--- src/rtl/menshen_pkt_arbiter.sv ---
// Packet-granular 2:1 AXI4-Stream arbiter: config (port 0) has priority over data (port 1),
// with a burst guard so data is not starved, and a hold input that blocks new data grants.
module menshen_pkt_arbiter #(
  parameter int DATA_W    = 512,
  parameter int USER_W    = 32,
  parameter int MAX_BURST = 4,
  parameter int CNT_W     = 16
) (
  input  logic                axis_aclk,
  input  logic                axis_aresetn,
  input  logic [DATA_W-1:0]   s_cfg_tdata,
  input  logic [DATA_W/8-1:0] s_cfg_tkeep,
  input  logic [USER_W-1:0]   s_cfg_tuser,
  input  logic                s_cfg_tvalid,
  input  logic                s_cfg_tlast,
  output logic                s_cfg_tready,
  input  logic [DATA_W-1:0]   s_dat_tdata,
  input  logic [DATA_W/8-1:0] s_dat_tkeep,
  input  logic [USER_W-1:0]   s_dat_tuser,
  input  logic                s_dat_tvalid,
  input  logic                s_dat_tlast,
  output logic                s_dat_tready,
  output logic [DATA_W-1:0]   m_axis_tdata,
  output logic [DATA_W/8-1:0] m_axis_tkeep,
  output logic [USER_W-1:0]   m_axis_tuser,
  output logic                m_axis_tvalid,
  output logic                m_axis_tlast,
  input  logic                m_axis_tready,
  input  logic                data_hold,
  output logic [CNT_W-1:0]    cfg_pkt_cnt,
  output logic [CNT_W-1:0]    dat_pkt_cnt,
  output logic                busy
);

  // Handshake: a beat moves on any port only in a cycle where tvalid and tready are both 1
  // at the rising clock edge; a source must hold its beat stable until that happens.

  localparam int BURST_W = $clog2(MAX_BURST + 1);

  typedef enum logic [1:0] {
    IDLE = 2'd0,
    CFG  = 2'd1,
    DAT  = 2'd2
  } state_t;

  state_t               state_q;
  state_t               state_d;
  logic [BURST_W-1:0]   burst_q;
  logic                 cfg_req;
  logic                 dat_req;
  logic                 burst_ok;
  logic                 out_free;
  logic                 cfg_acc;
  logic                 dat_acc;
  logic                 cfg_done;
  logic                 dat_done;

  assign cfg_req  = s_cfg_tvalid;
  assign dat_req  = s_dat_tvalid & ~data_hold;
  assign burst_ok = burst_q < BURST_W'(MAX_BURST);
  assign out_free = ~m_axis_tvalid | m_axis_tready;

  assign s_cfg_tready = (state_q == CFG) & out_free;
  assign s_dat_tready = (state_q == DAT) & out_free;
  assign cfg_acc      = s_cfg_tvalid & s_cfg_tready;
  assign dat_acc      = s_dat_tvalid & s_dat_tready;
  assign cfg_done     = cfg_acc & s_cfg_tlast;
  assign dat_done     = dat_acc & s_dat_tlast;
  assign busy         = (state_q != IDLE);

  always_ff @(posedge axis_aclk or negedge axis_aresetn) begin
    if (!axis_aresetn) state_q <= IDLE;
    else               state_q <= state_d;
  end

  // Grants are decided only in IDLE, so a packet is never interleaved with another.
  always_comb begin
    state_d = state_q;
    unique case (state_q)
      IDLE: begin
        if (cfg_req && (!dat_req || burst_ok)) state_d = CFG;
        else if (dat_req)                      state_d = DAT;
      end
      CFG:     if (cfg_done) state_d = IDLE;
      DAT:     if (dat_done) state_d = IDLE;
      default: state_d = IDLE;
    endcase
  end

  always_ff @(posedge axis_aclk or negedge axis_aresetn) begin
    if (!axis_aresetn) begin
      m_axis_tdata  <= '0;
      m_axis_tkeep  <= '0;
      m_axis_tuser  <= '0;
      m_axis_tlast  <= 1'b0;
      m_axis_tvalid <= 1'b0;
    end else if (cfg_acc) begin
      m_axis_tdata  <= s_cfg_tdata;
      m_axis_tkeep  <= s_cfg_tkeep;
      m_axis_tuser  <= s_cfg_tuser;
      m_axis_tlast  <= s_cfg_tlast;
      m_axis_tvalid <= 1'b1;
    end else if (dat_acc) begin
      m_axis_tdata  <= s_dat_tdata;
      m_axis_tkeep  <= s_dat_tkeep;
      m_axis_tuser  <= s_dat_tuser;
      m_axis_tlast  <= s_dat_tlast;
      m_axis_tvalid <= 1'b1;
    end else if (m_axis_tvalid && m_axis_tready) begin
      m_axis_tvalid <= 1'b0;
    end
  end

  // The burst count only grows while data is actually waiting behind config traffic.
  always_ff @(posedge axis_aclk or negedge axis_aresetn) begin
    if (!axis_aresetn) begin
      cfg_pkt_cnt <= '0;
      dat_pkt_cnt <= '0;
      burst_q     <= '0;
    end else begin
      if (cfg_done) begin
        cfg_pkt_cnt <= cfg_pkt_cnt + 1'b1;
        if (s_dat_tvalid && !data_hold) begin
          if (burst_ok) burst_q <= burst_q + 1'b1;
        end else begin
          burst_q <= '0;
        end
      end
      if (dat_done) begin
        dat_pkt_cnt <= dat_pkt_cnt + 1'b1;
        burst_q     <= '0;
      end
    end
  end

endmodule

--- config.mk ---
export PLATFORM = sky130hd
export DESIGN_NAME = menshen_pkt_arbiter
export DESIGN_NICKNAME = d
export VERILOG_FILES = /design/src/rtl/menshen_pkt_arbiter.sv
export SDC_FILE = /design/constraint.sdc
export NUM_CORES = 2
export LEC_CHECK = 0
export BUFFER_PORTS_ARGS = -buffer_cell sky130_fd_sc_hd__buf_2
export CAP_MARGIN = 30
export CORE_AREA = 8 8 724 726
export CTS_CLUSTER_SIZE = 40
export DETAILED_ROUTE_END_ITERATION = 16
export DIE_AREA = 0 0 732 734
export GPL_TIMING_DRIVEN = 1
export HOLD_SLACK_MARGIN = 0.15
export PLACE_DENSITY = 0.3
export SLEW_MARGIN = 20
export SYNTH_ARGS = -nofsm -noshare
export SYNTH_HDL_FRONTEND = slang
export SYNTH_SLANG_ARGS = --single-unit
--- constraint.sdc ---
create_clock -name axis_aclk -period 2.2 [get_ports axis_aclk]
set_clock_uncertainty 0.2 [all_clocks]
set_input_delay 0.22 -clock axis_aclk [delete_from_list [all_inputs] [get_ports axis_aclk]]
set_output_delay 0.22 -clock axis_aclk [all_outputs]
set_load 0.02 [all_outputs]
==> Word-level counts from Yosys, hierarchy flattened <==
Index checks and enable logic that the tools add are counted.
Widths: inputs -> output; s select.
{ "word_totals": {"in_bits": 1224, "regBits": 647, "out_inout_bits": 645} }
{ "classes": {"n_mux": 20, "n_eq_ne": 6, "reduce_logical": 13, "bitwise_logic": 10, "add_sub_neg": 3, "n_lt_le_gt_ge": 1} }
{ "op_table": {"columns": ["cell", "count"], "rows": [
  ["$mux 512", 2],
  ["$mux 64", 2],
  ["$mux 32", 2],
  ["$add 16x1->16 const B", 2],
  ["$mux 3", 4],
  ["$mux 2", 4],
  ["$and 1x1->1", 7],
  ["$ne 3x3->1 const B", 2],
  ["$pmux 2 s3", 1],
  ["$reduce_bool 2->1", 3],
  ["$mux 1", 5],
  ["$ne 2x2->1 const B", 2],
  ["$add 3x1->3 const B", 1],
  ["$logic_and 1x1->1", 3],
  ["$lt 3x3->1 const B", 1],
  ["$reduce_and 3->1", 1],
  ["$reduce_bool 3->1", 1],
  ["$eq 2x1->1 const B", 1],
  ["$eq 2x2->1 const B", 1],
  ["$logic_not 1->1", 2],
  ["$logic_not 2->1", 1],
  ["$not 1->1", 2],
  ["$reduce_and 2->1", 1],
  ["$logic_or 1x1->1", 1],
  ["$or 1x1->1", 1]
]} }

==> Logic depth before layout (Yosys ltp) <==
{ "logic_depth": {"ltp_word": 7, "ltp_mapped": 9, "depth_no_buf": 5} }

==> Worst setup path before layout <==
No wires, ideal clock.
{ "synth_timing": {"path_type": "register to register", "from": "register m_axis_tvalid", "to": "register dat_pkt_cnt[12]", "path_slack_ps": 285, "stages_incl_launch_ff": 7, "setup_time_ps": 80, "t_arrival_ps": 1635, "path_cell_list": "dfrtp_1 > nor2b_1 > buf_6 > or3_1 > buf_2 > nor4_1 > xor2_1"} }
{ "synth_between": {"elab_chain_cells": 5} }
{ "synth_rtl": {"columns": ["item", "line_no", "rtl"], "rows": [
  ["from (decl)", "26", "output logic m_axis_tvalid,"],
  ["from (signal assigned)", "96", "m_axis_tvalid <= 1'b0;"],
  ["from (signal assigned)", "102", "m_axis_tvalid <= 1'b1;"],
  ["from (signal assigned)", "108", "m_axis_tvalid <= 1'b1;"],
  ["$not 1->1", "61", "assign out_free = ~m_axis_tvalid | m_axis_tready;"],
  ["$or 1x1->1", "61", null],
  ["$and 1x1->1", "64", "assign s_dat_tready = (state_q == DAT) & out_free;"],
  ["$and 1x1->1", "66", "assign dat_acc = s_dat_tvalid & s_dat_tready;"],
  ["$and 1x1->1", "68", "assign dat_done = dat_acc & s_dat_tlast;"],
  ["to (signal assigned)", "130", "dat_pkt_cnt <= dat_pkt_cnt + 1'b1;"],
  ["to (decl)", "31", "output logic [CNT_W-1:0] dat_pkt_cnt,"]
]} }
Every way passes these cells.
A chain may end at the register's enable or synchronous reset.

==> Worst setup path after layout <==
{ "layout_timing": {"from": "register state_q[0]", "to": "register m_axis_tdata[215]"} }
{ "layout_between": {"elab_chain_cells": 4} }
{ "layout_rtl": {"columns": ["item", "line_no", "rtl"], "rows": [
  ["from (decl)", "46", "state_t state_q;"],
  ["from (signal assigned)", "73", "else state_q <= state_d;"],
  ["$eq 2x1->1 or $eq 2x2->1 (tied branches)", "63, 64", null],
  ["$and 1x1->1, on equally long branches", "63, 64", null],
  ["$and 1x1->1, on equally long branches", "65, 66", null],
  ["$mux 512 or $reduce_bool 2->1 (tied branches)", null, null],
  ["to (signal assigned)", "98", "m_axis_tdata <= s_cfg_tdata;"],
  ["to (signal assigned)", "104", "m_axis_tdata <= s_dat_tdata;"],
  ["to (decl)", "23", "output logic [DATA_W-1:0] m_axis_tdata,"]
]} }
Parallel ways exist; a longest one is shown, timed or not.

==> reports/metrics.csv <==
metric;value;unit
grt_pass1_vias;47400;
ys_ff_latch;647;
num_rows;263;
overflow;0;
die_w;732;um
synth_flop_cell;dfrtp_1;
vias_per_cell;3.21;
rsz0062_at_grt;yes;
crit_path_end_kind;flip-flop;
yosysSeqAreaShare;55.7;%
wl_per_cell;27.7;um
criticalPathCategory;reg -> reg;
die_area;537000;um^2
placed_cells;12000;
clk_path_buf_depth;4;
setup_ws;-0.142;ns
insertion_delay;0.79;ns
final_common_cell;dlygate4sd3_1;
layout.nets;9030;
drt-met1-wl;177000;um
hp-class;in -> reg;
vias;47600;
layout-drive-gt1-share;32.2;%
synthToLayoutAreaGrowth;171;%
fmax;427;MHz
grt_pass1_wl;505000;um
cts_tree;built;
wirelength;411000;um
worstPathArrival;2.86;ns
synthCells;3481;
synth_cell_type_count;35;
slew_viol_final;0;
root_buffer;clkbuf_16;
wl_met2;170000;um
synth-async-reset-ratio;100;%
firstDrtPassIters;6;
final_cell_mix;2253 x dlygate4sd3_1, 1855 x buf_2, 1183 x nand2_1;
final-hold-violation-count;0;
dr_wl_met3;42500;um
htreeDepth;3;
syn_avg_cell_area;8.35;um^2
grt_max_degree;59;
ys_warn_count;0;
antenna_found_initial;485;
final_util;15.4;%
period_share;106;%
drc;0;
tightest_slew;0.728;ns
track_usage;14.2;%
top_layer_used;met5;
cp.required;2.72;ns
clock_sinks;647;
port_buffers;1868;
path_clk_slew;0.06;ns
netlist_area;29100;um^2
crit_fanout;10;
synth_fp_nets;4708;
setup_viol_count_final;206;
gp_congestion;0.898;
maxSlewHeadroom;51.3;%
synth_edf_count;0;
hpwlAfterDp;340000;um
drt_iter0_markers;3095;
violations;setup timing;
p_leak;33.4;nW
fp.dieH;734;um
coreArea;512000;um^2
startpoint_type;flip-flop;
cts_made_buffers;95;
fin_cells;14800;
status;finished, violations left;
p_per_area;1120;nW/um^2
cap_violations;0;
initial_utilization;5.68;%
vdd_drop_max;0.667;mV
route.antenna.remaining_nets;0;
ios;1869;
min_period;2.34;ns
==> what timing repair did <==
| action | in CTS | in global routing |
|---|---|---|
| buffers inserted | 61 | 42 |
| resized for setup | 197 | 227 |
| pin swaps | 20 | 95 |
| hold buffers | 2254 | 0 |
| cloned | 40 | 55 |
| hold endpoints to repair | 1294 | 0 |
| setup endpoints to repair | 97 | 600 |
==> per-layer routing <==
metal	vias up	GRT usage (%)
li1	20600	-
met1	23000	18.2
met2	2777	21.4
met3	914	5.76
met4	232	4.75
met5	-	0
==> final cells by class <==
class                   instances  area, um^2
clock buffers                 137        2730
repair buffers               4501       38300
fillers                     58200      433000
flip-flops and latches        647       16200
clock inverters                25         268
well taps                    6757        8450
multi-input cells            2557       12200
inverters                       1        3.75
diodes                        200         500
==> critical path: stages (launching register included) <==
cell,delay (ns)
dfrtp_1,0.38
buf_6,0.11
buf_6,0.08
nor2b_4,0.17
and3_4,0.24
buf_12,0.13
buf_16,0.15
buf_16,0.19
buf_12,0.13
clkbuf_16,0.14
nand2_1,0.05
a31oi_1,0.16
==> final timing paths <==
kind / start / to / slack (ns) / cells past startpoint
hold reg to reg: cfg_pkt_cnt[15]$_DFFE_PN0P_ / cfg_pkt_cnt[15]$_DFFE_PN0P_ / 0.27 / 1
min in group asynchronous: axis_aresetn / m_axis_tdata[491]$_DFFE_PN0P_ / 0.72 / 4
max in group asynchronous: axis_aresetn / m_axis_tdata[74]$_DFFE_PN0P_ / 0.45 / 5
setup reg to reg: state_q[0]$_DFFE_PN0P_ / m_axis_tdata[215]$_DFFE_PN0P_ / -0.14 / 11
hold / removal: s_cfg_tdata[456] / m_axis_tdata[456]$_DFFE_PN0P_ / 0.19 / 4
setup / recovery: state_q[0]$_DFFE_PN0P_ / m_axis_tdata[215]$_DFFE_PN0P_ / -0.14 / 11
==> Yosys cell counts (4+ instances only) <==
master,n,area (um^2)
and4_1,7,61.3
xor2_1,7,61.3
xnor2_1,23,201
buf_2,173,866
a21oi_1,5,25.0
nor2_1,613,2300
nand3b_1,4,30.0
and3_1,8,50.1
buf_4,25,188
nand4_1,8,50.1
a31oi_1,608,3800
nand2_1,1234,4630
nand3_1,13,65.1
dfrtp_1,647,16200
clkbuf_1,76,285
==> logic make-up (layout without fill, tap and decap cells) <==
group | after synthesis | in the layout | share of synthesized area [%]
compound gates | 617 | 617 | 13.3
xor+xnor | 30 | 30 | 0.904
fa+ha+maj | 3 | 3 | 0.129
buf+inv | 277 | 4664 | 4.67
flops | 647 | 647 | 55.7
other cells | 0 | 200 | 0
simple gates | 1907 | 1907 | 25.3
==> metrics by stage <==
stage	setup TNS (ns)	setup slack (ns)	instance area (um^2)	power (mW)	hold slack, ns
after floorplan	0	0.285	29100	39.4	-0.276
after global placement	-0.0675	-0.0675	47800	61.1	0.257
after detailed placement	-0.119	-0.0857	47800	61.0	0.261
after CTS	-36.05	-0.209	75900	85.6	0.150
after global routing	-43.77	-0.206	78300	92.2	0.158
final	-7.75	-0.142	78700	87.8	0.187
==> where the power goes <==
part           leakage [nW]  internal [mW]  switching [mW]
clock                  1.48           9.04            6.68
sequential             7.27           17.7            3.91
combinational          24.6           18.8            31.7
total                  33.4           45.5            42.3
==> state kept, by name, summed over array words and instances (netlist names) <==
signal / count
burst_q: 3
cfg_pkt_cnt: 16
dat_pkt_cnt: 16
m_axis_tdata: 512
m_axis_tkeep: 64
m_axis_tlast: 1
m_axis_tuser: 32
m_axis_tvalid: 1
state_q: 2
Note: power is estimated with default switching activity, not from simulation.
